[config.mk]
export PLATFORM = sky130hd
export DESIGN_NAME = wptr_full
export DESIGN_NICKNAME = d
export VERILOG_FILES = /design/src/rtl/afifo_pkg.sv /design/src/rtl/gray2bin_conv.sv /design/src/rtl/wptr_full.sv
export SDC_FILE = /design/constraint.sdc
export NUM_CORES = 1
export LEC_CHECK = 0
export CORE_ASPECT_RATIO = 0.7
export CORE_MARGIN = 2
export CORE_UTILIZATION = 41
export CTS_BUF_LIST = sky130_fd_sc_hd__clkbuf_16
export CTS_CLUSTER_DIAMETER = 120
export DETAILED_ROUTE_END_ITERATION = 12
export PLACE_DENSITY = 0.79
export SLEW_MARGIN = 10
export SYNTH_ARGS = -nofsm -noshare
export SYNTH_HDL_FRONTEND = slang
export SYNTH_HIERARCHICAL = 1
export SYNTH_SLANG_ARGS = --single-unit
[constraint.sdc]
create_clock -name wclk -period 3 [get_ports wclk]
set_input_delay 0.6 -clock wclk [delete_from_list [all_inputs] [get_ports wclk]]
set_output_delay 0.6 -clock wclk [all_outputs]
set_load 0.01 [all_outputs]
[src/rtl/afifo_pkg.sv]
// Shared definitions for the asynchronous FIFO pointer blocks.
// Gray helpers work on a 32-bit container; narrower pointers are zero-extended.
package afifo_pkg;

  localparam int ADDRSIZE_DEF = 4;

  function automatic logic [31:0] bin2gray(input logic [31:0] bin);
    return bin ^ (bin >> 1);
  endfunction

  function automatic logic [31:0] gray2bin(input logic [31:0] gray);
    logic [31:0] bin;
    bin = gray;
    for (int i = 30; i >= 0; i--) begin
      bin[i] = bin[i+1] ^ gray[i];
    end
    return bin;
  endfunction

endpackage

[src/rtl/gray2bin_conv.sv]
// Combinational Gray-to-binary converter built as an MSB-first XOR prefix chain.
module gray2bin_conv #(
  parameter int W = 5
) (
  input  logic [W-1:0] gray_i,
  output logic [W-1:0] bin_o
);

  // running XOR from the MSB down yields each binary bit
  always_comb begin
    logic acc;
    acc   = 1'b0;
    bin_o = '0;
    for (int i = W - 1; i >= 0; i--) begin
      acc      = acc ^ gray_i[i];
      bin_o[i] = acc;
    end
  end

endmodule

[src/rtl/wptr_full.sv]
// Write-domain pointer and full/almost-full/occupancy/overflow status for the async FIFO.
// Status is computed from the synchronized read pointer, so it can only be pessimistic.
module wptr_full
  import afifo_pkg::*;
#(
  parameter int ADDRSIZE     = ADDRSIZE_DEF,
  parameter int AFULL_THRESH = (1 << ADDRSIZE) - 2
) (
  input  logic                wclk,
  input  logic                wrst_n,
  input  logic                winc,
  input  logic [ADDRSIZE:0]   wq2_rptr,
  input  logic                wovf_clr,
  output logic                wen,
  output logic [ADDRSIZE-1:0] waddr,
  output logic [ADDRSIZE:0]   wptr,
  output logic                wfull,
  output logic                walmost_full,
  output logic [ADDRSIZE:0]   wcount,
  output logic                wovf
);

  localparam int PW = ADDRSIZE + 1;
  localparam logic [PW-1:0] THRESH = PW'(AFULL_THRESH);

  logic [PW-1:0] wbin_q, wbin_d;
  logic [PW-1:0] wptr_q, wptr_d;
  logic [PW-1:0] wcount_q, wcount_d;
  logic          wfull_q, wfull_d;
  logic          walmost_q, walmost_d;
  logic          wovf_q, wovf_d;
  logic [PW-1:0] rbin_s;
  logic [PW-1:0] full_pat_s;
  logic          wen_s;
  logic          drop_s;

  gray2bin_conv #(.W(PW)) u_rptr_conv (
    .gray_i (wq2_rptr),
    .bin_o  (rbin_s)
  );

  assign wen_s  = winc & ~wfull_q;
  assign drop_s = winc & wfull_q;
  // full when the next write pointer has lapped the read pointer by exactly one depth
  assign full_pat_s = {~wq2_rptr[ADDRSIZE:ADDRSIZE-1], wq2_rptr[ADDRSIZE-2:0]};

  always_comb begin
    wbin_d    = wbin_q + {{ADDRSIZE{1'b0}}, wen_s};
    wptr_d    = PW'(bin2gray(32'(wbin_d)));
    wcount_d  = wbin_d - rbin_s;
    wfull_d   = (wptr_d == full_pat_s);
    walmost_d = (wcount_d >= THRESH);
    // a dropped write outranks a same-cycle clear
    wovf_d    = drop_s | (wovf_q & ~wovf_clr);
  end

  always_ff @(posedge wclk or negedge wrst_n) begin
    if (!wrst_n) begin
      wbin_q    <= '0;
      wptr_q    <= '0;
      wcount_q  <= '0;
      wfull_q   <= 1'b0;
      walmost_q <= 1'b0;
      wovf_q    <= 1'b0;
    end else begin
      wbin_q    <= wbin_d;
      wptr_q    <= wptr_d;
      wcount_q  <= wcount_d;
      wfull_q   <= wfull_d;
      walmost_q <= walmost_d;
      wovf_q    <= wovf_d;
    end
  end

  assign wen          = wen_s;
  assign waddr        = wbin_q[ADDRSIZE-1:0];
  assign wptr         = wptr_q;
  assign wfull        = wfull_q;
  assign walmost_full = walmost_q;
  assign wcount       = wcount_q;
  assign wovf         = wovf_q;

endmodule

==> results of run 1 <==
[power breakdown]
group	internal, uW	switching [uW]
clock network	178	86.6
registers	364	75.7
logic	612	544
[cell type report]
cell class / instances / area [um2] / area share
flip-flops and latches: 17 / 425.4 / 0.3049
inverters: 11 / 41.29 / 0.02960
well taps: 32 / 40.04 / 0.02870
clock inverters: 1 / 5.005 / 0.003587
clock buffers: 3 / 75.07 / 0.05381
multi-input cells: 53 / 465.4 / 0.3336
repair buffers: 37 / 342.8 / 0.2457
[cells in the mapped netlist (2+ instances only)]
library cell  number  area share
xnor2_1            9       0.083
a21oi_1            3       0.016
dfrtp_1           17        0.45
ha_1               6       0.079
a21o_1             2       0.016
clkbuf_1           2      0.0079
nand2_1            2      0.0079
nor2b_1            3       0.020
inv_1             11       0.044
o21ai_0            2       0.011
nand3_1            3       0.016
xor2_1            13        0.12
[through the flow]
stage	worst slack (ns)	std cells	total power (uW)	setup TNS (ns)
2_1_floorplan	0.2048	84	1102	0
3_3_place_gp	0.02617	150	1547	0
3_5_place_dp	-0.06313	150	1595	-0.06313
4_1_cts	0.1723	154	1874	0
5_1_grt	0.05937	154	1997	0
6_report	0.1704	154	1861	0
[logic make-up after synthesis]
logic type                 Yosys count  synth area share
xor gates and xnor gates            24            0.2444
and+or+nand+nor                     13           0.08587
AOI/OAI and AO/OA                    9           0.06076
DFF                                 17            0.4491
adders and majority gates            7            0.1004
buffers and inverters               14           0.05945
[sequential cells by signal, summed over array words and instances (netlist names)]
signal,count
wbin_q,5
wcount,5
wptr,4
walmost_full,1
wfull,1
wovf,1
[worst max-delay path, stage by stage]
cell             delay (ns)
clkdlybuf4s50_1        0.42
nor2b_1                0.15
ha_1                   0.23
ha_1                   0.39
inv_1                  0.11
fa_1                   0.43
inv_1                  0.08
a21o_1                 0.10
a21oi_1                0.07
xnor2_1                0.15
a31o_2                 0.22
[worst min-delay path by stage]
stage               depth (start not counted)            to
global placement                            2          wovf
CTS                                         2          wovf
global route                                2          wovf
detailed placement                          2          wovf
finish                                      2          wovf
floorplan                                   0  walmost_full
[layer usage]
| metal | vias up | part of all wire | track usage | wire length, um |
|---|---|---|---|---|
| met5 | - | 0 | 0 | 0 |
| li1 | 344 | - | - | - |
| met2 | 30 | 0.47 | 0.2830 | 936 |
| met3 | 3 | 0.080 | 0.06140 | 159 |
| met4 | 0 | 0.0040 | 0.04681 | 8 |
| met1 | 319 | 0.44 | 0.2197 | 877 |
==> impl_metrics.yaml, run 1 <==
worst_setup_path:
  crit_path_end: "walmost_full"
  crit_start: "winc"
  cp_max_fo: 4
  end_kind: "flip-flop"
  crit_path_start_kind: "input pin"
  cp_data_arrival_time_ns: 2.97
  reg2reg_from: "wfull"
  r2r-end: "walmost_full"
  setup.worst_path.class: "in -> reg"
  r2r_setup_slack_ns: 0.64
  r2r_cells: 9
  cp.required_ns: 3.14
placement:
  hpwl_um: 1615
  gp_congestion: 0.7774
  place_area_um2: 1315
  io_buffers: 26
yosys:
  synth_edf_count: 0
  ys.flop_type: "dfrtp_1"
  synth.distinct_cells: 23
  ys_ff_latch: 17
  postSynthCellCount: 84
  synth_seq_area_share: 0.4491
  synth_nets: 100
  syn_avg_cell_area_um2: 11.28
  ys_warn_count: 6
  synth_area_um2: 947.2
  async_flop_share: 1.000
global_route:
  grt_max_degree: 18
  grt_antenna_before_repair: 0
  grt_pass1_wl_um: 3318
  grt_pass1_vias: 750
  grt.total_usage: 0.1733
  grt_overflow_total: 0
routing:
  drc: 0
  via_per_inst: 4.519
  wl_per_cell_um: 12.87
  drt_first_pass_iters: 4
  vias: 696
  drt_iter0_markers: 7
  finalWirelength_um: 1982
  postRouteAntennaNets: 0
sta:
  fin_crit_ns: 2.830
  setup_viol: 0
  post-route-period-util: 0.9432
  whs_ns: 0.5356
  max_freq_ghz: 0.3534
  rsz0062_at_grt: "false"
  finClkSkew_ns: 0.002084
  hold_viol_final: 0
  slew_violations: 0
  worstMarginPinSlew_ns: 0.7347
  slew_headroom: 0.5087
floorplanning:
  dieArea_um2: 2717
  core-area_um2: 2172
  die_w_um: 61.45
  io_pins: 27
  die_y_um: 44.22
  initial_utilization: 0.4361
  rows: 14
clock_tree:
  htreeDepth: 1
  clk_latency_ns: 0.25
  cts_setup_buffers: 0
  clk_pin_slew_ns: 0.05
  clock_sink_count: 17
  cts_resized: 0
  hold_buffers: 0
  root_buffer: "clkbuf_16"
  cts_inserted_buffers: 3
  cts_tree: "built"
  cts_buffer_depth: 2
hold_path:
  holdCritPathClass: "reg -> reg"
  min_from: "wfull"
layout:
  fin_area_um2: 1395
  most-common-layout-cells: "26 x clkdlybuf4s50_1, 17 x dfrtp_1, 13 x xor2_1"
  fillers: 200
  final_nets: 139
  area_growth_pct: 47.29
  drive_gt1_frac: 0.1475
  final_common_cell: "clkdlybuf4s50_1"
  antenna_cells: 0
  utilization: 0.6423
power:
  cellPowerDensity_nw_per_um2: 1334
  ir_drop_uv: 639.4
  p_leak_uw: 0.0006510
status:
  status: "completed"
run:
  drv_cap: 0
Note: power is estimated with default switching activity, not from simulation.
==> inputs of run 2 (changes only) <==
- CTS_BUF_LIST: sky130_fd_sc_hd__clkbuf_16 -> unset
==> run 2 against run 1 <==
Largest cell class unchanged. Sequential power about the same. Critical endpoint unchanged. Core utilization decreased by 2.4 points. Global-route usage decreased by 1.3 points. Count of clock-buffer cells in the layout unchanged. Non-clock buffer count unchanged.
==> impl_metrics.yaml, run 2 (synthesized netlist as in run 1, its figures left out) <==
floorplanning:
  initial_utilization: 0.4361
  io_pins: 27
  die_w_um: 61.45
  dieArea_um2: 2717
  core-area_um2: 2172
  rows: 14
  die_y_um: 44.22
worst_setup_path:
  cp_data_arrival_time_ns: 2.94
  slowest_delay_ns: 0.43
  crit_path_start_kind: "input pin"
  cp_top_family: "adder cells"
  cp_slowest_cell: "fa_1"
  crit_chain: "clkdlybuf4s50_1, nor2b_1, ha_1, ha_1, inv_1, fa_1, inv_1, a21o_1, a21oi_1, xnor2_1, a31o_2"
  cp.required_ns: 3.19
  end_kind: "flip-flop"
  cp_max_fo: 4
  path_buf_inv: 3
  setup.worst_path.class: "in -> reg"
layout:
  most-common-layout-cells: "26 x clkdlybuf4s50_1, 17 x dfrtp_1, 13 x xor2_1"
  fin_area_um2: 1343
  fillers: 216
  final_common_cell: "clkdlybuf4s50_1"
  final_nets: 139
  area_growth_pct: 41.74
  antenna_cells: 0
  drive_gt1_frac: 0.1475
sta:
  rsz0062_at_grt: "false"
  fin_tns_setup_ns: 0
  hold_viol_final: 0
  finClkSkew_ns: 0.0006683
  setup_viol: 0
  post-route-period-util: 0.9187
  max_freq_ghz: 0.3628
  fin_crit_ns: 2.756
  slew_violations: 0
  worstMarginPinSlew_ns: 0.7305
  slew_headroom: 0.5115
global_route:
  grt_pass1_wl_um: 3146
  grt_pass1_vias: 718
  grt_overflow_total: 0
  grt.total_usage: 0.1598
  grt_max_degree: 18
  grt_antenna_before_repair: 0
routing:
  postRouteAntennaNets: 0
  drc: 0
  vias: 671
  wl_per_cell_um: 12.23
  finalWirelength_um: 1884
  drt_first_pass_iters: 3
  drt_iter0_markers: 7
  via_per_inst: 4.357
placement:
  hpwl_um: 1615
  io_buffers: 26
  gp_congestion: 0.7774
  place_area_um2: 1315
clock_tree:
  root_buffer: "clkbuf_4"
  clk_latency_ns: 0.28
  cts_tree: "built"
  hold_buffers: 0
  htreeDepth: 1
  cts_setup_buffers: 0
  clk_pin_slew_ns: 0.10
  cts_buffer_depth: 2
  cts_inserted_buffers: 3
  clock_sink_count: 17
  cts_resized: 0
power:
  p_leak_uw: 0.0006278
  cellPowerDensity_nw_per_um2: 1267
  ir_drop_uv: 633.7
run:
  drv_cap: 0
status:
  status: "completed"
hold_path:
  holdCritPathClass: "reg -> reg"
[run 2: cell counts in the layout (fill, tap and decap cells not counted)]
No cell type changed its count.
[run 2: layout make-up]
type | count | area [um2] | share of cell area
Multi-Input combinational cell | 53 | 465.4 | 0.3467
Sequential cell | 17 | 425.4 | 0.3169
Timing Repair Buffer | 37 | 342.8 | 0.2554
Inverter | 11 | 41.29 | 0.03075
Tap cell | 32 | 40.04 | 0.02982
Clock buffer | 3 | 22.52 | 0.01678
Clock inverter | 1 | 5.005 | 0.003728
[run 2: worst paths after layout]
check	startpoint	to	slack, ns	depth (start not counted)
min in group asynchronous	wrst_n	wcount[0]	0.74	1
min reg2reg	wfull	wovf	0.55	2
max in group asynchronous	wrst_n	wbin_q[4]	1.81	1
max	winc	walmost_full	0.24	11
max reg2reg	wfull	walmost_full	0.66	9
min	wfull	wovf	0.55	2
[run 2: stage by stage]
stage          power, uW    util  hold WS, ns  instances  worst slack, ns
6_report            1701  0.6181       0.5483        154           0.2439
2_1_floorplan       1102       -       0.3044         84           0.2048
4_1_cts             1719  0.6181       0.5590        154           0.2357
3_3_place_gp        1547  0.6054       0.5108        150          0.02617
5_1_grt             1841  0.6181       0.5948        154           0.1192
3_5_place_dp        1595  0.6054       0.5370        150         -0.06313
[run 2: worst min-delay path, stage by stage, from the launching register on]
cell	delay (ns)
dfrtp_1	0.38
nand2_1	0.06
o21ai_0	0.07
[run 2: power breakdown]
group / leakage [uW] / switching, uW / internal, uW
registers: 0.000203 / 74.4 / 362
clock network: 0.0000177 / 71.4 / 49.5
logic: 0.000407 / 531 / 612
[run 2: per-layer routing]
| metal | wire (um) | up-vias | part of all wire | track usage |
|---|---|---|---|---|
| li1 | - | 343 | - | - |
| met1 | 913 | 309 | 0.48 | 0.2216 |
| met2 | 873 | 19 | 0.46 | 0.2681 |
| met3 | 97 | 0 | 0.051 | 0.04678 |
| met4 | 0 | 0 | 0 | 0 |
| met5 | 0 | - | 0 | 0 |
==> patch, RTL diff (config.mk and constraints of run 1) <==
The output `wcount` loses its register stage (`wcount_q` becomes a continuous assignment).
--- a/src/rtl/wptr_full.sv
+++ b/src/rtl/wptr_full.sv
@@ -58,19 +58,19 @@
     if (!wrst_n) begin
       wbin_q    <= '0;
       wptr_q    <= '0;
-      wcount_q  <= '0;
       wfull_q   <= 1'b0;
       walmost_q <= 1'b0;
       wovf_q    <= 1'b0;
     end else begin
       wbin_q    <= wbin_d;
       wptr_q    <= wptr_d;
-      wcount_q  <= wcount_d;
       wfull_q   <= wfull_d;
       walmost_q <= walmost_d;
       wovf_q    <= wovf_d;
     end
   end
+
+  assign wcount_q = wcount_d;
 
   assign wen          = wen_s;
   assign waddr        = wbin_q[ADDRSIZE-1:0];
Formal check against the unedited RTL: not equivalent (Yosys sat finds a counterexample within 4 cycles, from zero or initial values and one cycle with wrst_n low).
==> patch against run 1 <==
The run now ends with negative setup slack left; setup slack worse by 0.19 ns; area after synthesis down 13%; design area up 4.1%; fmax down 6.4%; critical path type is now input port to output port; power up 15%; worst hold slack better by 0.0035 ns; wire length up 16%; highest routed layer unchanged; sequential cell count down 5.
==> patch: results (changes against run 1) <==
- Nets: 145 (+4.3%)
- WL met2: 1140 um (+22%)
- Crit path DAT: 2.42 ns (-0.55 ns)
- Reg2reg end: wfull
- Tot GR Track Use: 21.3% (+3.9 points)
- Post-synth top cells: xor2_1, dfrtp_1, inv_1, xnor2_1, ha_1
- Seq/Total Area, Yosys: 36.5% (-8.4 points)
- Vias in the first global route: 808 (+7.7%)
- Inst Count DP: 142 (-5.3%)
- Int Pwr: 0.00128 W (+11%)
- Post-CTS sizing: 53 (+53)
- Setup bufs post-CTS: 2 (+2)
- Total Neg Setup Slack: -0.0216 ns (-0.0216 ns)
- Critical Path Source: wq2_rptr[3]
- Pleak: 0.692 nW (+6.4%)
- Crit-path max cell delay: 0.40 ns (-0.03 ns)
- Share of layout cells above drive strength 1: 40.6% (+26 points)
- Clock skew: 0.00818 ns (+0.00610 ns)
- Routability cong.: 0.834 (+7.3%)
- Worst path slowest cell: xnor3_2
- Post-Syn Nets: 95 (-5.0%)
- Setup-failing EPs final: 1 (+1)
- Placed instance area: 1240 um^2 (-5.7%)
- First-pass GRT wire length: 3690 um (+11%)
- WL per Instance: 15.3 um (+19%)
- Outcome: finished, violations left
- Dpl ws: -0.920 ns (-0.857 ns)
- Post-Route M1 WL: 924 um (+5.4%)
- Fillcell total: 134 (-33%)
- FF-to-FF setup slack: 0.62 ns (-0.02 ns)
- Via Count: 737 (+5.9%)
- Clock Power Share: 11.6% (-2.6 points)
- Mean Syn Cell Area: 10.4 um^2 (-7.7%)
- M2 GR Usage: 37.3% (+9.0 points)
- Final worst slack: -0.0216 ns (-0.192 ns)
- Sw frac: 40.0% (+2.1 points)
- Worst setup path endpoint: wcount[4]
- Iteration-0 DRC Markers: 17 (+10)
- Worst-margin pin slew: 0.551 ns (-0.184 ns)
- Worst-case reg-to-reg path depth: 10 (+1)
- Maximum fanout along the worst path: 2 (-2)
- Worst vdd ir: 1420 uV (+120%)
- Failing checks: negative setup slack
- Final wirelength: 2290 um (+16%)
- Met1 usage: 23.2% (+1.2 points)
patch: layout make-up:
type,instances,area (um^2),area share [%]
Sequential cell,12,300,20.7
Inverter,11,41.3,2.84
Clock buffer,3,75.1,5.17
Tap cell,22,27.5,1.89
Timing Repair Buffer,48,415,28.6
Multi-Input combinational cell,53,589,40.6
Clock inverter,1,3.75,0.258
patch: cells by family after synthesis:
| group | after synthesis | synth area share (%) |
|---|---|---|
| buffers and inverters | 14 | 6.85 |
| xor gates and xnor gates | 24 | 28.2 |
| DFF | 12 | 36.5 |
| and+or+nand+nor | 13 | 9.89 |
| AOI/OAI and AO/OA | 9 | 7.00 |
| adders and majority gates | 7 | 11.6 |
patch: worst min-delay path by stage:
stage	from	end	slack [ns]	depth (start not counted)
after detailed placement	wovf	wovf	0.53	2
after global placement	wovf	wovf	0.53	2
final	wovf	wovf	0.54	2
after floorplan	wrst_n	walmost_full	0.30	0
after global routing	wovf	wovf	0.60	2
after CTS	wovf	wovf	0.54	2
